==> src/rtl/onehot_pkg.sv <==
// onehot_pkg
//   Shared types and constants for the one-hot word transmitter.
//   - walk_dir_e     : rotate direction of the hot bit (DIR_UP toward MSB, DIR_DOWN toward LSB)
//   - walker_state_e : transmitter state (IDLE emits nothing, ACTIVE presents beats)
//   - DEFAULT_DATA_WIDTH : default width of the one-hot output word
package onehot_pkg;

    localparam int DEFAULT_DATA_WIDTH = 32;

    typedef enum logic {
        DIR_UP   = 1'b0,
        DIR_DOWN = 1'b1
    } walk_dir_e;

    typedef enum logic {
        IDLE   = 1'b0,
        ACTIVE = 1'b1
    } walker_state_e;

endpackage : onehot_pkg

==> src/rtl/onehot_bin2oh.sv <==
// onehot_bin2oh
//   Combinational binary -> one-hot decoder with saturation. Indices beyond the
//   top bit clamp to DATA_WIDTH-1 so the decoded word is always exactly one-hot.
// Ports
//   idx      in   IDX_W       binary index
//   idx_sat  out  IDX_W       index after clamping to DATA_WIDTH-1
//   oh       out  DATA_WIDTH  one-hot decode of idx_sat
module onehot_bin2oh
    import onehot_pkg::*;
#(
    parameter int DATA_WIDTH = DEFAULT_DATA_WIDTH,
    localparam int IDX_W     = $clog2(DATA_WIDTH)
) (
    input  logic [IDX_W-1:0]      idx,
    output logic [IDX_W-1:0]      idx_sat,
    output logic [DATA_WIDTH-1:0] oh
);

    // Compare in one extra bit so the clamp test is never a constant
    // comparison when DATA_WIDTH is a power of two.
    logic [IDX_W:0] idx_ext;
    assign idx_ext = {1'b0, idx};

    assign idx_sat = (idx_ext > (IDX_W+1)'(DATA_WIDTH - 1)) ? IDX_W'(DATA_WIDTH - 1) : idx;

    genvar gi;
    generate
        for (gi = 0; gi < DATA_WIDTH; gi++) begin : g_dec
            assign oh[gi] = (idx_sat == IDX_W'(gi));
        end
    endgenerate

endmodule : onehot_bin2oh

==> src/rtl/onehot_walker.sv <==
// onehot_walker
//   Transmit side of the one-hot word interface. A load presents 1<<load_idx;
//   each transferred beat with step=1 rotates the hot bit one place (dir=0 toward
//   MSB, dir=1 toward LSB), wrapping end-around. dout is all-zero while idle.
// Ports
//   clk, resetn              clock, synchronous active-low reset
//   load_valid/load_ready    load handshake, load_idx is the binary index to load
//   dir, step, stop          walk direction, advance-on-transfer, return to idle
//   dout/dout_valid/dout_ready  one-hot beat stream
//   dout_idx                 binary index of the hot bit (0 when idle)
//   wrap                     dout was produced by an end-around rotate
//   err                      (only with ONEHOT_WALKER_SELFCHECK_EN) sticky flag set when
//                            dout is malformed for its valid state
// Build option
//   ONEHOT_WALKER_SELFCHECK_EN : adds the err port and its checker.
module onehot_walker
    import onehot_pkg::*;
#(
    parameter int DATA_WIDTH = DEFAULT_DATA_WIDTH,
    localparam int IDX_W     = $clog2(DATA_WIDTH)
) (
    input  logic                  clk,
    input  logic                  resetn,
    input  logic                  load_valid,
    output logic                  load_ready,
    input  logic [IDX_W-1:0]      load_idx,
    input  logic                  dir,
    input  logic                  step,
    input  logic                  stop,
    output logic [DATA_WIDTH-1:0] dout,
    output logic                  dout_valid,
    input  logic                  dout_ready,
    output logic [IDX_W-1:0]      dout_idx,
    output logic                  wrap
`ifdef ONEHOT_WALKER_SELFCHECK_EN
    ,
    output logic                  err
`endif
);

    localparam logic [IDX_W-1:0] IDX_TOP = IDX_W'(DATA_WIDTH - 1);

    walker_state_e         state_q, state_d;
    logic [DATA_WIDTH-1:0] dout_q, dout_d;
    logic [IDX_W-1:0]      idx_q, idx_d;
    logic                  wrap_q, wrap_d;

    logic [DATA_WIDTH-1:0] load_oh;
    logic [IDX_W-1:0]      load_idx_sat;
    walk_dir_e             dir_e;
    logic                  load_acc;
    logic                  xfer;

    onehot_bin2oh #(
        .DATA_WIDTH (DATA_WIDTH)
    ) u_bin2oh (
        .idx     (load_idx),
        .idx_sat (load_idx_sat),
        .oh      (load_oh)
    );

    assign dir_e      = walk_dir_e'(dir);
    assign dout_valid = (state_q == ACTIVE);
    // Loads are refused only while a presented beat is stalled, so a load can
    // never silently drop a beat the consumer has not taken.
    assign load_ready = !(dout_valid && !dout_ready);
    assign load_acc   = load_valid && load_ready;
    assign xfer       = dout_valid && dout_ready;

    always_comb begin
        state_d = state_q;
        dout_d  = dout_q;
        idx_d   = idx_q;
        wrap_d  = wrap_q;
        if (stop) begin
            state_d = IDLE;
            dout_d  = '0;
            idx_d   = '0;
            wrap_d  = 1'b0;
        end else if (load_acc) begin
            state_d = ACTIVE;
            dout_d  = load_oh;
            idx_d   = load_idx_sat;
            wrap_d  = 1'b0;
        end else if (xfer && step) begin
            case (dir_e)
                DIR_UP: begin
                    dout_d = {dout_q[DATA_WIDTH-2:0], dout_q[DATA_WIDTH-1]};
                    wrap_d = (idx_q == IDX_TOP);
                    idx_d  = (idx_q == IDX_TOP) ? '0 : idx_q + IDX_W'(1);
                end
                default: begin
                    dout_d = {dout_q[0], dout_q[DATA_WIDTH-1:1]};
                    wrap_d = (idx_q == '0);
                    idx_d  = (idx_q == '0) ? IDX_TOP : idx_q - IDX_W'(1);
                end
            endcase
        end
        // A transfer with step=0 re-presents the same word, so wrap is kept.
    end

    always_ff @(posedge clk) begin
        if (!resetn) begin
            state_q <= IDLE;
            dout_q  <= '0;
            idx_q   <= '0;
            wrap_q  <= 1'b0;
        end else begin
            state_q <= state_d;
            dout_q  <= dout_d;
            idx_q   <= idx_d;
            wrap_q  <= wrap_d;
        end
    end

    assign dout     = dout_q;
    assign dout_idx = idx_q;
    assign wrap     = wrap_q;

`ifdef ONEHOT_WALKER_SELFCHECK_EN
    logic err_q, err_d;
    logic bad_word;

    assign bad_word = dout_valid ? ($countones(dout_q) != 1) : (dout_q != '0);

    always_comb begin
        err_d = err_q | bad_word;
    end

    always_ff @(posedge clk) begin
        if (!resetn) begin
            err_q <= 1'b0;
        end else begin
            err_q <= err_d;
        end
    end

    assign err = err_q;
`endif

endmodule : onehot_walker

==> config.mk <==
export PLATFORM = sky130hd
export DESIGN_NAME = onehot_walker
export DESIGN_NICKNAME = d
export VERILOG_FILES = /design/src/rtl/onehot_pkg.sv /design/src/rtl/onehot_bin2oh.sv /design/src/rtl/onehot_walker.sv
export SDC_FILE = /design/constraint.sdc
export NUM_CORES = 1
export LEC_CHECK = 0
export ABC_AREA = 1
export CAP_MARGIN = 30
export CORE_MARGIN = 3
export CORE_UTILIZATION = 40
export CTS_CLUSTER_SIZE = 28
export DETAILED_ROUTE_END_ITERATION = 6
export GPL_ROUTABILITY_DRIVEN = 0
export PLACE_DENSITY = 0.67
export SYNTH_ARGS = -nofsm -noshare
export SYNTH_HDL_FRONTEND = slang
export SYNTH_SLANG_ARGS = --single-unit
==> constraint.sdc <==
create_clock -name clk -period 1.9 [get_ports clk]
set_clock_uncertainty 0.15 [all_clocks]
set_input_delay 0.38 -clock clk [delete_from_list [all_inputs] [get_ports clk]]
set_output_delay 0.38 -clock clk [all_outputs]
set_load 0.05 [all_outputs]
==> results.md <==
- Status: completed
- Setup CP Type: primary input to output port
- Worst min-delay path category: flip-flop to flip-flop
- Hold depth: 2
- Fill cells: between 500 and 600
- Area added between synthesis and finish: 29.0%
- CTS tree: yes
- DR vias/cell: approximately 5.2
- # IOs: 52
- Adder-cell share of the synthesized area: 1.51%
- Resize count post-CTS: 0
- Mux cell area share after synthesis: 0%
- Die width: 84.8 um
- Worst Reg2Reg Path Length in Cells: 9
- Layout Utilization: a little over half
- Largest family of logic cells by synthesized area: simple AND/OR/NAND/NOR gates
- Num CTS Buffers: 5
- Slowest-stage cell, CP: clkdlybuf4s50_1
- Synth top cells by count: nand2_1 (110), o21ai_0 (53), dfxtp_1 (39)
- Cts-stage hold buffer count: 0
- Max incr delay on CP: 0.49 ns
- Worst-Margin Slew: 0.308 ns
- Detailed Route WL: between 7 and 8 mm
- Syn Nets: 405
- Synth top area share: 31.5%
- CP arrival: ~1.3 ns
- Initial antenna violation count: 0
- Slew headroom: 79.3%
- Drt first pass iters: 5
- Pwr Density: 630 nW/um2
- HPWL after DPL: 5.07 mm
- Area of the mapped netlist: between 2000 and 2500 um2
- Post-Syn Instances: 390
- Die area: 7180 um2
- H-tree depth: 2
- Clk sinks: 39
- Register area: a little under 800 um2
- CTS root buf: clkbuf_8
- Cell taking the most area after synthesis: dfxtp_1
- Worst-path clk slew: 0.07 ns
- Post-CTS setup buffer count: 0
- Critical path cell sequence: clkdlybuf4s50_1 -> inv_1 -> nand2_2 -> buf_4 -> buf_12
- # diodes: 0
- Crit start category: primary input
- Max-slew violation count: 0
- Final hold viol count: 0
- First-pass GRT wire length: 12.4 mm
- ANT nets after route: 0
- Grt total ovfl: 0
- Worst setup margin: 0.123 ns
- Initial core utilization: a little over two fifths
- DRC violations left: 0
- Avg Cell Area, Syn: 6.36 um2
- Count leader, synth: nand2_1
- Sequential share of the synthesized area: roughly a third
- Area contributors post-synth: dfxtp_1 (31%), nand2_1 (17%), o21ai_0 (11%), a21oi_1 (7.3%), nand3_1 (5.2%)
- Post-synthesis compound-gate area fraction: between 20 and 25%
- EDFF count, synth: 0
- Critical Path RT: about 1.4 ns
- RSZ-0062 raised after global routing: false
- R2R Path End: dout_idx[4]
- I/O Buffers: 51
- Detailed Route Iter0 Violations: 200
- Element type at the critical path end: output port
- Overall global routing resource usage: 20.8%
- Pleak: 1.48 nW
- Worst Hold Launch: wrap
- Post-route minimum period: 1.78 ns
- DR vias: approximately 2700
- Period utilization: 93.5%
- Place WS: -0.0360 ns
- Hold EP: wrap
- Largest net degree at the start of global routing: 37
- Clk Latency, worst-skew pair: 0.29 ns
- Row cnt: 28
- Layout cells sized above 1: 20.1%
- Register bit total from synthesis: 39
- Die Ht: approximately 85 um
- Worst-path maximum fanout: 2
- Asr flop ratio synth: 0%
- Maxcap violations: 0
- Clock Tree Buf Depth: 2
- YS warnings: 0
- Core Area: 5960 um2
- Worst ir drop on vdd: 0.000344 V
- Crit. path cell count: 5
- Peak Freq: 563 MHz
- Finish-stage setup viols: 0
- Number of global-route vias before repair: 2608
- Setup_tns: 0 ns
- Worst r2r src: dout_idx[1]
- Area of the multi-input gates: 1440 um2
- Crit path buf inv count: 4
- Wire length per cell: between 10 and 15 um
- Simple-Gate Fraction of Synth Area: 33.3%
- Prevailing post-synth register cell: dfxtp_1
- Netlist cell types: 29
- R2r setup slk: 0.15 ns
- Family with the most delay on the worst path: buffers and inverters
- Count of nets after finishing: 466
- Xor/xnor share of the synthesized area: 0.353%
==> worst register-to-register path, stage by stage (launching register included) <==
cell and delay (ns):
dfxtp_2 0.40, ha_1 0.19, nand2_1 0.07, nor2_1 0.10, ha_1 0.23, or2_2 0.27
nand2_1 0.07, nor2_1 0.04, nand2_1 0.08, a21oi_2 0.05
==> how the worst max path moves through the flow <==
stage                start     endpoint  slack [ns]
2_1_floorplan  dout_idx[3]  dout_idx[4]        0.01
3_3_place_gp           dir  dout_idx[2]       -0.02
3_5_place_dp   load_idx[3]     dout[10]       -0.04
4_1_cts         dout_ready   load_ready        0.12
5_1_grt        dout_idx[0]  dout_idx[2]        0.01
6_report        dout_ready   load_ready        0.12
==> layer usage <==
metal | GRT usage, % | vias up | routed length (um)
li1 | - | 1429 | -
met1 | 29.2 | 1237 | 3440
met2 | 32.9 | 80 | 3260
met3 | 3.83 | 2 | 379
met4 | 5.18 | 0 | 14
met5 | 0 | - | 0
==> power breakdown <==
part	total [mW]	switching [mW]	leakage [nW]	internal (mW)
sequential	0.884	0.0353	0.319	0.849
combinational	0.513	0.329	1.11	0.184
clock	0.621	0.289	0.0515	0.332
total	2.02	0.654	1.48	1.36
==> kinds of logic after synthesis <==
| family | count (synthesis) |
|---|---|
| AND/OR/NAND/NOR | 187 |
| AO/OA/AOI/OAI | 111 |
| buffers and inverters | 49 |
| adder cells (fa/ha/maj) | 3 |
| flip-flops | 39 |
| XOR/XNOR | 1 |
==> through the flow <==
| step | instances | total power, mW | hold slack (ns) | instance area (um2) |
|---|---|---|---|---|
| finish | 527 | 2.02 | 0.357 | 3200 |
| detailed placement | 519 | 1.41 | 0.330 | 3100 |
| CTS | 527 | 2.04 | 0.362 | 3200 |
| floorplan | 390 | 1.24 | 0.359 | 2490 |
| global route | 527 | 2.13 | 0.389 | 3200 |
| global placement | 519 | 1.41 | 0.337 | 3100 |
==> placed cells by master (no fill, tap or decap), drive strengths merged <==
master,synthesis,final
a21oi,37,37
nand3,27,27
xor2,1,1
o21ai,72,72
clkbuf,7,8
dfxtp,39,39
nor3,1,1
nand4,14,14
nor2,30,30
nand2,114,114
inv,24,24
buf,18,68
ha,3,3
clkdlybuf4s50,0,11
o211ai,2,2
or2,1,1
==> state kept, by name, indices dropped and copies added (netlist names) <==
name,flops
dout_valid,1
dout_idx,5
dout,32
wrap,1
==> final cells by class <==
| type | count | share of cell area [%] |
|---|---|---|
| Tap cell | 75 | 2.93 |
| Sequential cell | 39 | 24.5 |
| Timing Repair Buffer | 79 | 21.7 |
| Clock buffer | 8 | 3.13 |
| Multi-Input combinational cell | 302 | 44.9 |
| Inverter | 24 | 2.81 |
Power figures use the tool's default switching activity.
